File: src/rtl/integral_window_ctrl.sv
// Streams one WIN_W x WIN_H grayscale window in raster order and emits its
// summed-area (integral) image, one registered write per accepted pixel.
module integral_window_ctrl #(
    parameter  int WIN_W = 20,
    parameter  int WIN_H = 20,
    parameter  int PIX_W = 8,
    parameter  int ACC_W = 32,
    localparam int AW    = (WIN_W * WIN_H > 1) ? $clog2(WIN_W * WIN_H) : 1,
    localparam int CW    = (WIN_W > 1) ? $clog2(WIN_W) : 1,
    localparam int RW    = (WIN_H > 1) ? $clog2(WIN_H) : 1
) (
    input  logic             Clk,
    input  logic             Reset_n,
    input  logic             start,
    input  logic             abort,
    input  logic             pix_valid,
    output logic             pix_ready,
    input  logic [PIX_W-1:0] pix_data,
    output logic             ii_we,
    output logic [AW-1:0]    ii_addr,
    output logic [ACC_W-1:0] ii_wdata,
    output logic             row_done,
    output logic             busy,
    output logic             done
);

    typedef enum logic [1:0] {S_IDLE, S_LOAD, S_FLUSH, S_DONE} state_e;

    state_e           state_q;
    logic [CW-1:0]    col_q;
    logic [RW-1:0]    row_q;
    logic [AW-1:0]    idx_q;
    logic [ACC_W-1:0] rowsum_q;
    logic [ACC_W-1:0] prev_q [WIN_W];
    logic             we_q, rdone_q;
    logic [AW-1:0]    addr_q;
    logic [ACC_W-1:0] wdata_q;

    logic             acc;
    logic             last_col, last_row;
    logic [ACC_W-1:0] rowsum_d, value_d;

    // Abort masks the handshake so a pixel offered in the abort cycle is never written.
    assign pix_ready = (state_q == S_LOAD) && !abort;
    assign acc       = pix_valid && pix_ready;
    assign last_col  = (col_q == CW'(WIN_W - 1));
    assign last_row  = (row_q == RW'(WIN_H - 1));

    always_comb begin
        rowsum_d = ((col_q == '0) ? '0 : rowsum_q) + ACC_W'(pix_data);
        value_d  = rowsum_d + ((row_q == '0) ? '0 : prev_q[col_q]);
    end

    always_ff @(posedge Clk or negedge Reset_n) begin
        if (!Reset_n) begin
            state_q  <= S_IDLE;
            col_q    <= '0;
            row_q    <= '0;
            idx_q    <= '0;
            rowsum_q <= '0;
            for (int i = 0; i < WIN_W; i++) prev_q[i] <= '0;
            we_q     <= 1'b0;
            rdone_q  <= 1'b0;
            addr_q   <= '0;
            wdata_q  <= '0;
        end else begin
            we_q    <= acc;
            rdone_q <= acc && last_col;
            if (acc) begin
                addr_q        <= idx_q;
                wdata_q       <= value_d;
                rowsum_q      <= rowsum_d;
                prev_q[col_q] <= value_d;
                idx_q         <= idx_q + 1'b1;
                if (last_col) begin
                    col_q <= '0;
                    row_q <= row_q + 1'b1;
                end else begin
                    col_q <= col_q + 1'b1;
                end
            end
            if (abort) begin
                state_q <= S_IDLE;
            end else begin
                case (state_q)
                    S_IDLE: if (start) begin
                        state_q  <= S_LOAD;
                        col_q    <= '0;
                        row_q    <= '0;
                        idx_q    <= '0;
                        rowsum_q <= '0;
                    end
                    S_LOAD:  if (acc && last_col && last_row) state_q <= S_FLUSH;
                    S_FLUSH: state_q <= S_DONE;
                    default: state_q <= S_IDLE;
                endcase
            end
        end
    end

    assign ii_we    = we_q;
    assign ii_addr  = addr_q;
    assign ii_wdata = wdata_q;
    assign row_done = rdone_q;
    assign busy     = (state_q == S_LOAD) || (state_q == S_FLUSH);
    assign done     = (state_q == S_DONE);

endmodule

File: config.mk
export PLATFORM = sky130hd
export DESIGN_NAME = integral_window_ctrl
export DESIGN_NICKNAME = d
export VERILOG_FILES = /design/src/rtl/integral_window_ctrl.sv
export SDC_FILE = /design/constraint.sdc
export NUM_CORES = 2
export LEC_CHECK = 0
export BUFFER_PORTS_ARGS = -buffer_cell sky130_fd_sc_hd__buf_4
export CORE_MARGIN = 4
export CORE_UTILIZATION = 52
export CTS_CLUSTER_DIAMETER = 120
export CTS_CLUSTER_SIZE = 8
export DETAILED_ROUTE_END_ITERATION = 8
export GPL_TIMING_DRIVEN = 0
export PLACE_DENSITY_LB_ADDON = 0.08
export SETUP_SLACK_MARGIN = 0.15
export SYNTH_ARGS = -nofsm -noshare
export SYNTH_HDL_FRONTEND = slang
export SYNTH_SLANG_ARGS = --single-unit
File: constraint.sdc
create_clock -name Clk -period 21.7 [get_ports Clk]
set_input_delay 4.34 -clock Clk [delete_from_list [all_inputs] [get_ports Clk]]
set_output_delay 4.34 -clock Clk [all_outputs]
set_load 0.05 [all_outputs]
# ---- After elaboration in Yosys (flattened, before gate mapping)
# Index checks and enable logic that the tools add are counted.
dict set report totals {
  register_bits 736
  input_bits 13
}
dict set report op_classes {
  add_sub_neg 5
  n_lt_le_gt_ge 2
  eq_ne 7
  n_mux 30
  bitwise 1
  n_reduce_logical 11
}
# cell count
set op_table {}
lappend op_table {{640-bit bitwise mux} 1}
lappend op_table {{32-bit 2-to-1 mux} 9}
lappend op_table {{32-bit binary-select mux with 5-bit select} 1}
lappend op_table {{32-bit demux with 5-bit select} 1}
lappend op_table {{5-bit 2-to-1 mux} 10}
lappend op_table {{9-bit 2-to-1 mux} 4}
lappend op_table {{32-bit adder} 1}
lappend op_table {{32-bit by 8-bit adder with 32-bit output} 1}
lappend op_table {{5-bit by 1-bit adder with 5-bit output, second input constant} 2}
lappend op_table {{5-bit == test, second input constant} 2}
lappend op_table {{5-bit logical NOT} 2}
lappend op_table {{9-bit by 1-bit adder with 9-bit output, second input constant} 1}
lappend op_table {{6-bit greater-or-equal comparator, second input constant} 1}
lappend op_table {{6-bit by 1-bit < comparator with 1-bit output, second input constant} 1}
lappend op_table {{2-bit 2-to-1 mux} 3}
lappend op_table {{5-bit NOT with 6-bit output} 1}
lappend op_table {{2-bit case mux with 3 select lines} 1}
lappend op_table {{1-bit logical AND} 5}
lappend op_table {{2-bit == test, second input constant} 2}
lappend op_table {{3-bit by 2-bit inequality test with 1-bit output, second input constant} 1}
lappend op_table {{3-bit inequality test, second input constant} 1}
lappend op_table {{2-bit by 1-bit == test with 1-bit output, second input constant} 1}
lappend op_table {{2-bit logical NOT} 1}
lappend op_table {{2-bit AND reduction} 1}
lappend op_table {{2 further kinds} 2}

# ---- Longest topological paths before layout
dict set report logic_depth {
  word_depth 8
  depth_mapped 31
  ltp_nobuf 21
}

# ---- Worst setup path after synthesis
# Ideal clock, no wire load.
dict set report synth_timing {
  path_kind {input port to output port}
  startpoint {input abort}
  endpoint {output pix_ready}
  t_arrival_ns 5.113
  required_ns 17.360
  path_slack_ns 12.247
  stages 1
  cell_sequence {nor2b_1}
}
dict set report synth_between {
  elab_chain_len 2
}
# element line
set synth_lines {}
lappend synth_lines {{start: declaration} 15} ;# input logic abort,
lappend synth_lines {{1-bit logical NOT} 44} ;# assign pix_ready = (state_q == S_LOAD) && !abort;
lappend synth_lines {{1-bit logical AND} 44}
lappend synth_lines {{end: declaration} 17} ;# output logic pix_ready,
# Every way passes these cells.

# ---- Final worst setup path
dict set report layout_timing {
  startpoint {input pix_data[0]}
  endpoint {register prev_q[381] in the netlist's numbering}
}
dict set report layout_between {
  elab_chain_len 3
}
# element line
set layout_lines {}
lappend layout_lines {{start: declaration} 18} ;# input logic [PIX_W-1:0] pix_data,
lappend layout_lines {{32-bit by 8-bit adder with 32-bit output} 50} ;# rowsum_d = ((col_q == '0) ? '0 : rowsum_q) + ACC_W'(pix_data);
lappend layout_lines {{32-bit adder} 51} ;# value_d = rowsum_d + ((row_q == '0) ? '0 : prev_q[col_q]);
lappend layout_lines {{640-bit bitwise mux} 73} ;# prev_q[col_q] <= value_d;
lappend layout_lines {{end signal: indexed assignment} 73}
lappend layout_lines {{end: declaration} 34} ;# logic [ACC_W-1:0] prev_q [WIN_W];
# Every way passes these cells.
# A chain may end at the register's enable or synchronous reset.

==> impl.org <==
** Outcome
- Outcome :: finished, final reports clean

** Yosys
- Sequential cells were found to cover between 50% and 60% of the synthesized design area.
- In the synthesized netlist, the number of instances is approximately 3.4k.
- Share of synthesized registers carrying an async set or reset :: 100%
- Summing the areas of all xor and xnor instances in the mapped netlist gives 1.59% of the synthesized area.
- The share of synthesized area in the top cell type comes to a little over half.
- After synthesis, the largest family of logic cells by area is compound AO/OA/AOI/OAI gates.
- Total number of yosys warnings :: 0
- Dividing the synthesized area by the synthesized cell count gives about 10 µm².
- After synthesis the netlist holds a flip-flop and latch count of 736.
- Fraction of synthesized area in multiplexers :: about an eighth
- Post-Synth Simple-Gate Area :: between 10% and 20%
- Summing the areas of all compound-gate instances in the mapped netlist gives roughly 14% of the synthesized area.
- After synthesis the cells add up to between 30000 and 40000 µm².
- Total nets after synthesis :: approximately 3.5k
- In the synthesized netlist, the cells that appear most often are 808 x sky130_fd_sc_hd__nand2_1, 736 x sky130_fd_sc_hd__dfrtp_1, 552 x sky130_fd_sc_hd__o21ai_0.
- Yosys attributes the largest share of cell area to sky130_fd_sc_hd__dfrtp_1 53%, sky130_fd_sc_hd__mux4_2 11%, sky130_fd_sc_hd__nand2_1 8.7%.
- Count of flip-flops with a built-in enable after synthesis :: 0
- Synth Area in Adders :: under 10%
- The most used flip-flop cell after synthesis is sky130_fd_sc_hd__dfrtp_1.
- Library cell occupying the most area in the post-synthesis netlist :: sky130_fd_sc_hd__dfrtp_1
- The number of different library cells used by synthesis comes to 69.
- The most common cell in the synthesized netlist is sky130_fd_sc_hd__nand2_1.

** Floorplanning
- Core ar. :: between 60000 and 70000 µm²
- For this configuration, the core starts out at a cell density of between 50 and 60%.
- The floorplan has 94 rows.
- The die covers about 70000 µm².
- # IOs :: 59
- Y dimension of the die :: around 270 µm
- The floorplan step set the die width to 268 µm.

** Worst setup path
- Sequence of cells on the critical path :: buf_4 > ha_1 > fa_1 > a21o_1 > a21oi_1 > o21bai_1 > a2111oi_1 > clkdlybuf4s18_2 > clkbuf_1 > nor3_1 > xnor2_1 > nor2_1 > ha_1 > clkbuf_1 > a21o_1 > a211oi_1 > o21ai_0 > a2111oi_0 > a21oi_1 > xor2_1 > clkbuf_1 > mux2_2
- STA classifies the critical path startpoint as an input port.
- Arrival time of data at the critical path endpoint :: 10.89 ns
- STA classifies the critical path endpoint as a flop.
- Among the stages of the critical path, the cell type that occurs most often is sky130_fd_sc_hd__clkbuf_1.
- The worst setup path is of the in2reg kind.
- Launch point of the worst reg-to-reg path :: col_q[0]
- Worst path required time :: about 22 ns
- In this design, the stage delay of the slowest critical-path cell is approximately 0.78 ns.
- Critical-path cell with the highest stage delay :: sky130_fd_sc_hd__xor2_1
- Counting cells, the worst reg-to-reg path comes to 32.
- In this run the worst path has a maximum fanout of 10.
- The worst register-to-register path has a setup slack of approximately 12 ns.
- In this run the critical register-to-register path is captured at prev_q[381].

** Layout
- ANT cells :: 0
- The finished layout holds 4462 standard cells, fillers aside.
- The final layout contains 3659 nets.
- The layout has 5681 filler cells.
- Sequential cell area :: 18400 µm²
- Measured on the finished design, the core utilization comes to between 50% and 60%.
- Of the cells placed in the final design, the portion with a size suffix greater than 1 is approximately an eighth.
- From synthesis to final layout, the design area changed by 12.4%.
- Area used by multi-input combinational logic :: between 15000 and 20000 µm²
- Post-route cell area :: a little under 40000 µm²

** Detailed routing
- Dividing the detail-routed wire length by the instance count gives ~27 µm.
- Routed WL :: between 100000 and 150000 µm
- DR vias :: about 29k
- Once detail routing completed, the nets flagged for antenna violations numbered 0.
- Post-detailed-route DRC marker count :: 0
- Detailed router's first-iteration violation count :: between 2k and 3k
- Drt pass-1 iters :: 5
- After detailed routing, the number of vias per cell comes to 6.40.

** Placed design
- Cell count after placement :: between 4k and 5k
- Minimum setup slack after placement :: ~11 ns
- Total of buffers placed on input and output ports :: 58
- In this run the cell area measured after placement is about 37000 µm².
- The congestion estimate from routability-driven global placement came to approximately 0.94.
- The wire-length estimate of the detail-placed layout is 89800 µm.

** CTS
- CTS sink cnt :: between 700 and 800
- Maximum clock path buffer count :: 3
- For the worst-skew pair, the clock arrives at the later sink with an insertion delay of 0.65 ns.
- After clock tree synthesis, the clock-pin slew on the worst setup and hold paths is 0.05 ns.
- Clock tree root buffer cell :: sky130_fd_sc_hd__clkbuf_16
- TritonCTS Buffers :: slightly above 100
- TritonCTS built the clock tree.
- # Post-CTS Setup Buffers :: 0
- After clock tree synthesis, the repair step resized 0 gates.
- After clock tree synthesis, the flow added hold-fix buffers numbering 0.
- The H-tree was split into 3 levels.

** STA
- Final setup TNS :: 0 ns
- Max-slew violation count :: 0
- Headroom to the max-slew limit came out at between 10% and 20%.
- Dividing the final minimum period by the clock period gives a little under half.
- Worst Max-Slew Pin Slew :: roughly 1.3 ns
- Largest clock skew in the final design :: 0.0359 ns
- Setup violations, final :: 0
- Once routing completed, OpenROAD measured the worst setup slack at roughly 11 ns.
- Setup repair after global routing missed its margin :: false
- Final-layout worst hold slack :: 0.469 ns
- Static timing analysis puts the maximum clock frequency at 0.0969 GHz.
- Number of failing hold endpoints at the final stage :: 0
- The routed design could run at a clock period as short as ~10 ns.

** Flow run
- The tool flagged a number of max-cap violations equal to 0.

** Global route
- The first global-routing pass estimated 180000 µm of wire.
- Overall routing resource usage :: 33.6%
- The number of global-route vias before repair came to slightly below 30k.
- Global route total overflow :: 0
- Entering global routing, the biggest net connects between 100 and 150 pins.
- The initial antenna violation count is 1.

** Hold path
- The worst hold path terminates at ii_addr[6].
- In this run the worst hold path is classified as reg2reg.
- Cell depth of the worst min-delay path :: 2
- The worst hold path begins at ii_addr[6].

** Power and ir drop
- Post-route total power :: 3.75 mW
- Power spread over the standard cell area amounts to 95.1 nW/µm².
- Largest vdd supply drop :: around 0.089 mV
- For this design the static power due to leakage is roughly 17 nW.
-- worst max-delay path: cells and delay by family --
family,cells,cell delay [ns]
simple gates,2,0.30
fa+ha+maj,3,0.96
buf+inv,5,1.62
mux,1,0.27
xor+xnor,2,1.00
compound gates,9,2.38
-- worst max path at each step --
stage | startpoint | end | slack [ns] | cells past startpoint
6_report | pix_data[0] | prev_q[381] | 11.38 | 22
5_1_grt | pix_data[0] | prev_q[189] | 11.05 | 22
4_1_cts | pix_data[0] | prev_q[253] | 11.52 | 22
3_5_place_dp | pix_data[0] | prev_q[253] | 10.90 | 22
3_3_place_gp | Reset_n | prev_q[541] | 8.17 | 1
2_1_floorplan | abort | pix_ready | 12.25 | 1
-- cell type report --
| cell class | instances | area share, % |
|---|---|---|
| buffer | 300 | 2.97 |
| inverter | 14 | 0.133 |
| clock buffer | 103 | 6.54 |
| timing repair buffer | 67 | 1.61 |
| clock inverter | 3 | 0.124 |
| sequential | 736 | 46.8 |
| tap | 864 | 2.74 |
| multi-input combinational | 2375 | 39.1 |
-- cells by family (layout without fill, tap and decap cells) --
| group | count (synthesis) | after routing |
|---|---|---|
| XOR/XNOR | 62 | 62 |
| adder cells (fa/ha/maj) | 51 | 51 |
| AO/OA/AOI/OAI | 869 | 869 |
| flip-flops | 736 | 736 |
| multiplexers | 241 | 241 |
| AND/OR/NAND/NOR | 1152 | 1152 |
| buffers and inverters | 314 | 487 |
-- cell usage in the layout (no fill, tap or decap), types with 29 or more instances in the layout --
cell / netlist / layout
sky130_fd_sc_hd__nand3_1: 33 / 33
sky130_fd_sc_hd__mux2_2: 38 / 38
sky130_fd_sc_hd__nor3_1: 29 / 29
sky130_fd_sc_hd__dfrtp_1: 736 / 736
sky130_fd_sc_hd__nand2_1: 808 / 808
sky130_fd_sc_hd__clkbuf_1: 267 / 267
sky130_fd_sc_hd__mux2i_1: 39 / 39
sky130_fd_sc_hd__nor2_1: 180 / 180
sky130_fd_sc_hd__clkbuf_16: 0 / 103
sky130_fd_sc_hd__xnor2_1: 37 / 37
sky130_fd_sc_hd__ha_1: 49 / 49
sky130_fd_sc_hd__a21oi_1: 90 / 90
sky130_fd_sc_hd__o21ai_0: 552 / 552
sky130_fd_sc_hd__buf_4: 1 / 58
sky130_fd_sc_hd__mux4_2: 164 / 164
sky130_fd_sc_hd__o31ai_1: 67 / 67
-- sequential cells by signal (all words and copies together), names as in the netlist --
| name | flops |
|---|---|
| col_q | 5 |
| idx_q | 9 |
| ii_addr | 9 |
| ii_wdata | 32 |
| ii_we | 1 |
| prev_q | 640 |
| row_done | 1 |
| row_q | 5 |
| rowsum_q | 32 |
| state_q | 2 |
-- per-layer routing --
metal / routed length, µm / up-vias / share of wire, % / GRT usage, %
met4: 4660 / 0 / 3.9 / 12.6
met5: 0 / - / 0 / 0
met1: 47300 / 14500 / 40 / 45.5
li1: - / 12300 / - / -
met2: 55700 / 1445 / 47 / 53.6
met3: 11300 / 270 / 9.5 / 7.75
-- power by group --
part	internal (mW)	leakage [nW]	total, mW	switching, mW
sequential	1.43	10.2	1.46	0.0321
combinational	0.267	5.66	0.892	0.625
clock	0.826	1.29	1.39	0.568
total	2.52	17.2	3.75	1.23
Note: power is estimated with default switching activity, not from simulation.
